$ cat config.mk
export PLATFORM = sky130hd
export DESIGN_NAME = bcd_stopwatch
export DESIGN_NICKNAME = d
export VERILOG_FILES = /design/src/rtl/bcd_stopwatch_pkg.sv /design/src/rtl/bcd_digit.sv /design/src/rtl/bcd_stopwatch.sv
export SDC_FILE = /design/constraint.sdc
export NUM_CORES = 1
export LEC_CHECK = 0
export CAP_MARGIN = 20
export CORE_ASPECT_RATIO = 0.9
export CORE_MARGIN = 5
export CORE_UTILIZATION = 54
export DETAILED_ROUTE_END_ITERATION = 16
export PLACE_DENSITY = 0.83
export REMOVE_ABC_BUFFERS = 1
export SYNTH_ARGS = -nofsm -noshare
export SYNTH_HDL_FRONTEND = slang
export SYNTH_SLANG_ARGS = --single-unit
$ cat constraint.sdc
create_clock -name cin -period 3.95 [get_ports cin]
set_input_delay 0.5925 -clock cin [delete_from_list [all_inputs] [get_ports cin]]
set_output_delay 0.5925 -clock cin [all_outputs]
set_load 0.1 [all_outputs]
$ cat src/rtl/bcd_stopwatch_pkg.sv
// Shared definitions for the MM:SS BCD stopwatch: digit width, digit limits
// and the run-control state encoding.
package stopwatch_pkg;

    localparam int DIGIT_W = 4;

    localparam logic [DIGIT_W-1:0] DIGIT_LIMIT  = 4'd9;
    localparam logic [DIGIT_W-1:0] SEC_HI_LIMIT = 4'd5;

    typedef enum logic [1:0] {
        IDLE  = 2'b00,
        RUN   = 2'b01,
        PAUSE = 2'b10
    } sw_state_t;

endpackage

$ cat src/rtl/bcd_digit.sv
// One BCD digit: counts 0..LIMIT on en, wraps to 0, and flags the carry
// in the same cycle it wraps so the next digit can advance with it.
module bcd_digit
    import stopwatch_pkg::*;
#(
    parameter logic [DIGIT_W-1:0] LIMIT = DIGIT_LIMIT
) (
    input  logic               cin,
    input  logic               rst_n,
    input  logic               clr,
    input  logic               en,
    output logic [DIGIT_W-1:0] q,
    output logic               carry
);

    always_ff @(posedge cin or negedge rst_n) begin
        if (!rst_n) begin
            q <= '0;
        end else if (clr) begin
            q <= '0;
        end else if (en) begin
            q <= (q == LIMIT) ? '0 : q + 4'd1;
        end
    end

    assign carry = en & (q == LIMIT);

endmodule

$ cat src/rtl/bcd_stopwatch.sv
// MM:SS stopwatch counting rising edges of the slow divider output, sampled
// as data on the fast clock, under start/stop/clear control.
module bcd_stopwatch
    import stopwatch_pkg::*;
#(
    parameter int MIN_MAX = 59
) (
    input  logic               cin,
    input  logic               rst_n,
    input  logic               tick_in,
    input  logic               start_stop,
    input  logic               clear,
    output logic [DIGIT_W-1:0] sec_lo,
    output logic [DIGIT_W-1:0] sec_hi,
    output logic [DIGIT_W-1:0] min_lo,
    output logic [DIGIT_W-1:0] min_hi,
    output logic               running,
    output logic               wrap
);

    localparam logic [DIGIT_W-1:0] MIN_HI_MAX = DIGIT_W'(MIN_MAX / 10);
    localparam logic [DIGIT_W-1:0] MIN_LO_MAX = DIGIT_W'(MIN_MAX % 10);

    sw_state_t state, state_next;
    logic      tick_prev;
    logic      tick_rise;
    logic      count_en;
    logic      at_max;
    logic      rollover;
    logic      digit_clr;
    logic      sec_lo_carry, sec_hi_carry, min_lo_carry, min_hi_carry;

    // tick_in already comes from a cin register, so a single delay stage is
    // enough for edge detection without a synchronizer.
    always_ff @(posedge cin or negedge rst_n) begin
        if (!rst_n) begin
            tick_prev <= 1'b0;
        end else begin
            tick_prev <= tick_in;
        end
    end

    assign tick_rise = tick_in & ~tick_prev;

    always_ff @(posedge cin or negedge rst_n) begin
        if (!rst_n) begin
            state   <= IDLE;
            running <= 1'b0;
            wrap    <= 1'b0;
        end else begin
            state   <= state_next;
            running <= (state_next == RUN);
            wrap    <= rollover;
        end
    end

    // clear beats start_stop; start_stop only toggles between RUN and PAUSE
    always_comb begin
        state_next = state;
        if (clear) begin
            state_next = IDLE;
        end else if (start_stop) begin
            case (state)
                IDLE:    state_next = RUN;
                RUN:     state_next = PAUSE;
                PAUSE:   state_next = RUN;
                default: state_next = IDLE;
            endcase
        end
    end

    // A tick counts on the registered state, so start_stop in RUN still
    // lets the same-cycle tick through while the state moves to PAUSE.
    assign count_en = tick_rise & (state == RUN) & ~clear;

    assign at_max = (min_hi == MIN_HI_MAX) && (min_lo == MIN_LO_MAX) &&
                    (sec_hi == SEC_HI_LIMIT) && (sec_lo == DIGIT_LIMIT);

    assign rollover = count_en & at_max;

    // min_hi_carry only fires past the wrap point, so it is a backstop that
    // keeps the minute digits legal whatever MIN_MAX is.
    assign digit_clr = clear | rollover | min_hi_carry;

    bcd_digit #(.LIMIT(DIGIT_LIMIT)) u_sec_lo (
        .cin   (cin),
        .rst_n (rst_n),
        .clr   (digit_clr),
        .en    (count_en),
        .q     (sec_lo),
        .carry (sec_lo_carry)
    );

    bcd_digit #(.LIMIT(SEC_HI_LIMIT)) u_sec_hi (
        .cin   (cin),
        .rst_n (rst_n),
        .clr   (digit_clr),
        .en    (sec_lo_carry),
        .q     (sec_hi),
        .carry (sec_hi_carry)
    );

    bcd_digit #(.LIMIT(DIGIT_LIMIT)) u_min_lo (
        .cin   (cin),
        .rst_n (rst_n),
        .clr   (digit_clr),
        .en    (sec_hi_carry),
        .q     (min_lo),
        .carry (min_lo_carry)
    );

    bcd_digit #(.LIMIT(MIN_HI_MAX)) u_min_hi (
        .cin   (cin),
        .rst_n (rst_n),
        .clr   (digit_clr),
        .en    (min_lo_carry),
        .q     (min_hi),
        .carry (min_hi_carry)
    );

endmodule
==> metrics.md, run 1 <==
| Metric | Value |
|---|---|
| # resized after CTS | 0 |
| R2R Setup Slk | slightly above 2000 ps |
| Worst path slowest cell | clkdlybuf4s50_1 |
| Mapped Cells | 115 |
| Worst Path Buf+Inv | 1 |
| Critical path launch point type | flop |
| Max Cap Viol | 0 |
| Hold WS | between 500 and 600 ps |
| Die height | ~54 um |
| Grt ovf | 0 |
| Final Critical Period | 2580 ps |
| Layout cells sized above 1 | 5.07% |
| CP Data Required Time | 3360 ps |
| Core Util, Final | just over 70% |
| FF+latch count, synth | 21 |
| Hpwl dp | between 1500 and 2000 um |
| Final setup margin | around 1400 ps |
| Cell count after placement | around 160 |
| GRT Total Usage | around 17% |
| CTS tree | built |
| Rows | 15 |
| Crit-path max FO | 6 |
| Final Hold Vio Count | 0 |
| Relative slew margins | approximately a third |
| Avg WL per Cell | 14.6 um |
| CTS Root Cell | clkbuf_4 |
| Post-DP Area | roughly 0.0014 mm2 |
| Setup violations, final | 0 |
| Synthesized cell area | approximately 0.0012 mm2 |
| Largest net degree at the start of global routing | 22 |
| Outcome | finished, final reports clean |
| Area Growth Syn to Fin | 22.7% |
| Worst Max-Slew Pin Slew | 972 ps |
| Sum of negative setup slack | 0 ps |
| DR pass1 iterations | 4 |
| Die X | around 60 um |
| Nets | approximately 150 |
| Sequential share of the synthesized area | between 40 and 50% |
| Via density | between 5 and 6 |
| Max clock buf depth | 2 |
| Clock Skew | ~7.6 ps |
| Initial antenna violation count | 0 |
| Final antenna-violating net count | 0 |
| First-pass GRT wire length | ~4000 um |
| Starting Density | between 50% and 60% |
| CP top delay family | buffers and inverters |
| Vias | slightly above 900 |
| Syn avg cell area | just over 10 um2 |
| Final Max Slew Viols | 0 |
| PortBufs | 22 |
| Non-Filler Instances | around 160 |
| CP cell instances | clkdlybuf4s50_1 |
| Critical setup path kind | reg2out |
| Hold/Removal Path Class | reg2reg |
| CTS clk-pin slew, worst paths | roughly 120 ps |
| Final Power | 0.360 mW |
| Leakage power | 0.640 nW |
| Commonest non-fill, non-tap cell in the layout | clkdlybuf4s50_1 |
| Largest stage delay on the critical path | roughly 1200 ps |
| Final period util | around 65% |
| Total CTS buffers | 3 |
| DRC | 0 |
| Setup crit end kind | primary output |
| Die area | approximately 0.0032 mm2 |
| Worst VDD drop | 242 uV |
| Most frequent cells in the layout | clkdlybuf4s50_1 (22), dfrtp_1 (21), a21oi_1 (12) |
| Setup bufs post-CTS | 0 |
| Total Wirelength | between 2000 and 2500 um |
| Worst EP arrival | 1980 ps |
| # IOs | 23 |
| Fmax | 388 MHz |
| Dpl ws | approximately 1200 ps |
| H-tree levels | 1 |
| Core area | 0.00197 mm2 |
| Synth warn | 0 |
| Power per cell area | approximately 250 mW/mm2 |
| Unrepaired setup endpoints after global routing | false |
| Synth cell types | 31 |
| CTS Hold Bufs | 0 |
| Vias in the first global route | about 900 |
| GPL Wtd Cong | between 0.8 and 0.9 |
| ANT cells | 0 |
| Sink Count | 21 |
| Post-Layout Inst Area | approximately 0.0014 mm2 |
| Worst skew pair latency | roughly 300 ps |
| Initial DRC count | 32 |
-- flip-flops by register name (all words and copies together) (netlist names) --
| signal | cells |
|---|---|
| u_sec_lo.q | 4 |
| wrap | 1 |
| u_sec_hi.q | 4 |
| u_min_lo.q | 4 |
| running | 1 |
| tick_prev | 1 |
| u_min_hi.q | 4 |
| state | 2 |
-- worst paths after layout --
check	startpoint	to	cells past startpoint
worst max-delay path	u_sec_lo.q[2]	sec_lo[2]	1
worst min-delay path	u_min_hi.q[3]	wrap	1
worst max register to register	u_sec_lo.q[1]	u_min_hi.q[2]	6
worst min register to register	u_min_hi.q[3]	wrap	1
max in group asynchronous	rst_n	running	1
min in group asynchronous	rst_n	u_min_lo.q[0]	1
-- report_power, final --
part	internal [mW]	total [mW]	switching (mW)	leakage, nW
clock network	0.0394	0.103	0.0636	0.0150
logic	0.0114	0.0354	0.0240	0.336
registers	0.218	0.222	0.00336	0.289
-- Yosys cell counts --
| cell | instances | area [um2] |
|---|---|---|
| nor4b_1 | 1 | 8.76 |
| nand4_2 | 1 | 12.5 |
| and3_1 | 3 | 18.8 |
| nor3_1 | 4 | 20.0 |
| or3_1 | 6 | 37.5 |
| nand3_1 | 8 | 40.0 |
| mux2i_1 | 4 | 40.0 |
| inv_1 | 5 | 18.8 |
| nand2b_1 | 2 | 12.5 |
| nor4b_2 | 1 | 15.0 |
| dfrtp_1 | 21 | 526 |
| a21o_1 | 1 | 7.51 |
| clkbuf_1 | 2 | 7.51 |
| ha_1 | 8 | 100 |
| a31o_2 | 1 | 8.76 |
| a2111oi_0 | 1 | 8.76 |
| a211o_1 | 1 | 8.76 |
| nor2b_1 | 1 | 6.26 |
| nand2_1 | 6 | 22.5 |
| nand4_1 | 1 | 6.26 |
| xor2_1 | 1 | 8.76 |
| xnor2_1 | 3 | 26.3 |
| buf_4 | 1 | 7.51 |
| o21ai_0 | 3 | 15.0 |
| nor3b_1 | 1 | 7.51 |
| nor4b_4 | 1 | 23.8 |
| and4b_1 | 1 | 10.0 |
| nor2_1 | 10 | 37.5 |
| nand3b_1 | 1 | 7.51 |
| a21oi_1 | 12 | 60.1 |
| and3b_1 | 3 | 26.3 |
-- layer usage --
| layer | track usage [%] | share of wire (%) | vias to the layer above |
|---|---|---|---|
| met5 | 0 | 0 | - |
| met4 | 3.40 | 0.59 | 0 |
| met3 | 4.56 | 5.3 | 2 |
| met2 | 28.7 | 47 | 26 |
| met1 | 21.6 | 47 | 447 |
| li1 | - | - | 456 |
-- cell families (layout without fill, tap and decap cells) --
logic type,Yosys count,count (layout),synth area share (%)
AND/OR/NAND/NOR,51,51,27.1
flip-flops,21,21,45.5
AO/OA/AOI/OAI,19,19,9.42
adder cells (fa/ha/maj),8,8,8.66
buffers and inverters,8,31,2.92
XOR/XNOR,4,4,3.03
multiplexers,4,4,3.46
-- area by class of cell --
| cell class | instances | area [um2] |
|---|---|---|
| multi-input cells | 86 | 597 |
| fillers | 147 | 552 |
| flip-flops and latches | 21 | 526 |
| repair buffers | 22 | 220 |
| well taps | 25 | 31.3 |
| clock buffers | 4 | 26.3 |
| inverters | 5 | 18.8 |
Power figures use the tool's default switching activity.
==> run 2, diff against run 1 <==
CORE_UTILIZATION = 45   (was 54)
PLACE_DENSITY = 0.74   (was 0.83)
clock period = 2.05 ns   (was 3.95 ns; I/O delays follow)
==> metrics.md, run 2 (synthesis results as in run 1) <==
| Metric | Value |
|---|---|
| Largest net degree at the start of global routing | 22 (unchanged) |
| Initial DRC count | 34 (+6.3%) |
| Critical path launch point type | flop |
| DRC | 0 (unchanged) |
| Final Hold Vio Count | 0 (unchanged) |
| Leakage power | 0.725 nW (+13%) |
| Total CTS buffers | 3 (unchanged) |
| Layer with the highest usage | met2 |
| Setup bufs post-CTS | 0 (unchanged) |
| Hpwl dp | 1930 um (+10%) |
| Vias | 952 (+2.3%) |
| Nets | 162 (+6.6%) |
| Met2 usage | 24.5% (-4.2 points) |
| CTS tree | built |
| Final antenna-violating net count | 0 (unchanged) |
| Worst skew pair latency | 310 ps (about the same) |
| Grt ovf | 0 (unchanged) |
| CTS Root Cell | clkbuf_4 |
| Worst EP arrival | 2020 ps (+40 ps) |
| Internal power | 0.525 mW (+95%) |
| CTS clk-pin slew, worst paths | 110 ps (about the same) |
| Grt met1 use | 17.6% (-4.0 points) |
| Rows | 17 (+2) |
| Sink Count | 21 (unchanged) |
| Sequential power share | 61.2% (-0.4 points) |
| P_sw | 0.173 mW (+90%) |
| Worst Max-Slew Pin Slew | 342 ps (-630 ps) |
| Max clock buf depth | 2 (unchanged) |
| Fmax | 544 MHz |
| Initial antenna violation count | 0 (unchanged) |
| H-tree levels | 1 (unchanged) |
| Final Max Slew Viols | 0 (unchanged) |
| Comb power frac | 10.8% (+1.0 points) |
| Power per cell area | 480 mW/mm2 (+89%) |
| Commonest non-fill, non-tap cell in the layout | buf_4 |
| Die height | 58.1 um (+7.8%) |
| PortBufs | 22 (unchanged) |
| Core area | 0.00247 mm2 (+25%) |
| Total Wirelength | 2460 um (+3.0%) |
| DR pass1 iterations | 4 (unchanged) |
| Most frequent cells in the layout | buf_4 (28), dfrtp_1 (21), a21oi_1 (12) |
| Outcome | finished, final reports clean |
| Final Power | 0.698 mW (+94%) |
| CP Data Required Time | 2230 ps (-1130 ps) |
| # resized after CTS | 0 (unchanged) |
| Die X | 63.4 um (+7.9%) |
| Max Cap Viol | 0 (unchanged) |
| Crit-path max FO | 6 (unchanged) |
| # IOs | 23 (unchanged) |
| Starting Density | 46.9% (-12 points) |
| Die area | 0.00368 mm2 (+16%) |
| Final period util | around nine tenths |
| Area Growth Syn to Fin | 25.6% |
| Core Util, Final | 58.9% (-13 points) |
| Critical setup path kind | reg2reg |
| First-pass GRT wire length | 4280 um (+7.1%) |
| CTS Hold Bufs | 0 (unchanged) |
| Relative slew margins | 76.6% (+42 points) |
| Layout cells sized above 1 | 23.6% (+19 points) |
| Setup violations, final | 0 (unchanged) |
| Via density | 5.41 (-5.3%) |
| GRT met3 Usage | 4.84% (+0.29 points) |
| Setup crit end kind | flop |
| GRT Total Usage | 14.5% (-2.4 points) |
| ANT cells | 0 (unchanged) |
| Clock power share | 28.0% (-0.6 points) |
| Vias in the first global route | 993 (+10%) |
| Worst VDD drop | 393 uV (+62%) |
| Hold/Removal Path Class | in2async |
| Unrepaired setup endpoints after global routing | false |
| Final Critical Period | 1840 ps |
| Avg WL per Cell | 13.9 um (-4.6%) |
| GPL Wtd Cong | 0.782 (-4.9%) |
| Switch share | 24.8% (-0.49 points) |
| Clock Skew | 7.18 ps (-0.372 ps) |
## run 2: changes by cell type in the layout (fill, tap and decap cells not counted)
cell	before	now
clkdlybuf4s50_1	22	4
buf_4	0	28
## run 2: worst paths after layout
kind	startpoint	to	slack (ps)	cells after the start
max	u_sec_lo.q[0]	u_sec_hi.q[1]	210	5
min	rst_n	u_min_lo.q[3]	330	2
max reg2reg	u_sec_lo.q[0]	u_sec_hi.q[1]	210	5
min reg2reg	u_min_hi.q[3]	wrap	530	1
max in group asynchronous	rst_n	u_sec_hi.q[3]	1500	2
min in group cin	u_min_hi.q[3]	wrap	530	1
## run 2: through the flow
stage	std cells	setup slack, ps	hold slack, ps	TNS [ps]	cell area [um2]
after floorplan	112	-306	11.9	-2270	1140
after global placement	172	46.9	516	0	1430
after detailed placement	172	-31.0	513	-40.6	1430
after CTS	176	175	335	0	1450
after global routing	176	34.3	347	0	1450
final	176	211	333	0	1450
## run 2: per-layer routing
metal	routed length, um	part of all wire (%)
met5	0	0
met3	154	6.3
met2	1160	47
met1	1130	46
met4	19	0.77
## run 2: final cells by class
cell class / instances / area [um2]
Clock buffer: 4 / 26.3
Fill cell: 226 / 1010
Tap cell: 28 / 35.0
Sequential cell: 21 / 526
Timing Repair Buffer: 32 / 250
Multi-Input combinational cell: 86 / 597
Inverter: 5 / 18.8
## run 2: power by group through the flow
stage	sequential (mW)	clock, mW	combinational, mW
2_1_floorplan	0.453	0	0.0179
3_3_place_gp	0.435	0	0.0754
3_5_place_dp	0.435	0	0.0761
4_1_cts	0.427	0.206	0.0764
5_1_grt	0.428	0.223	0.0821
6_report	0.427	0.196	0.0752
## run 2: worst max-delay path, stage by stage (launching register included)
cell and delay (ps):
dfrtp_1 450, ha_1 250, and4b_1 290, and3_1 200, buf_4 160, a2111oi_0 370
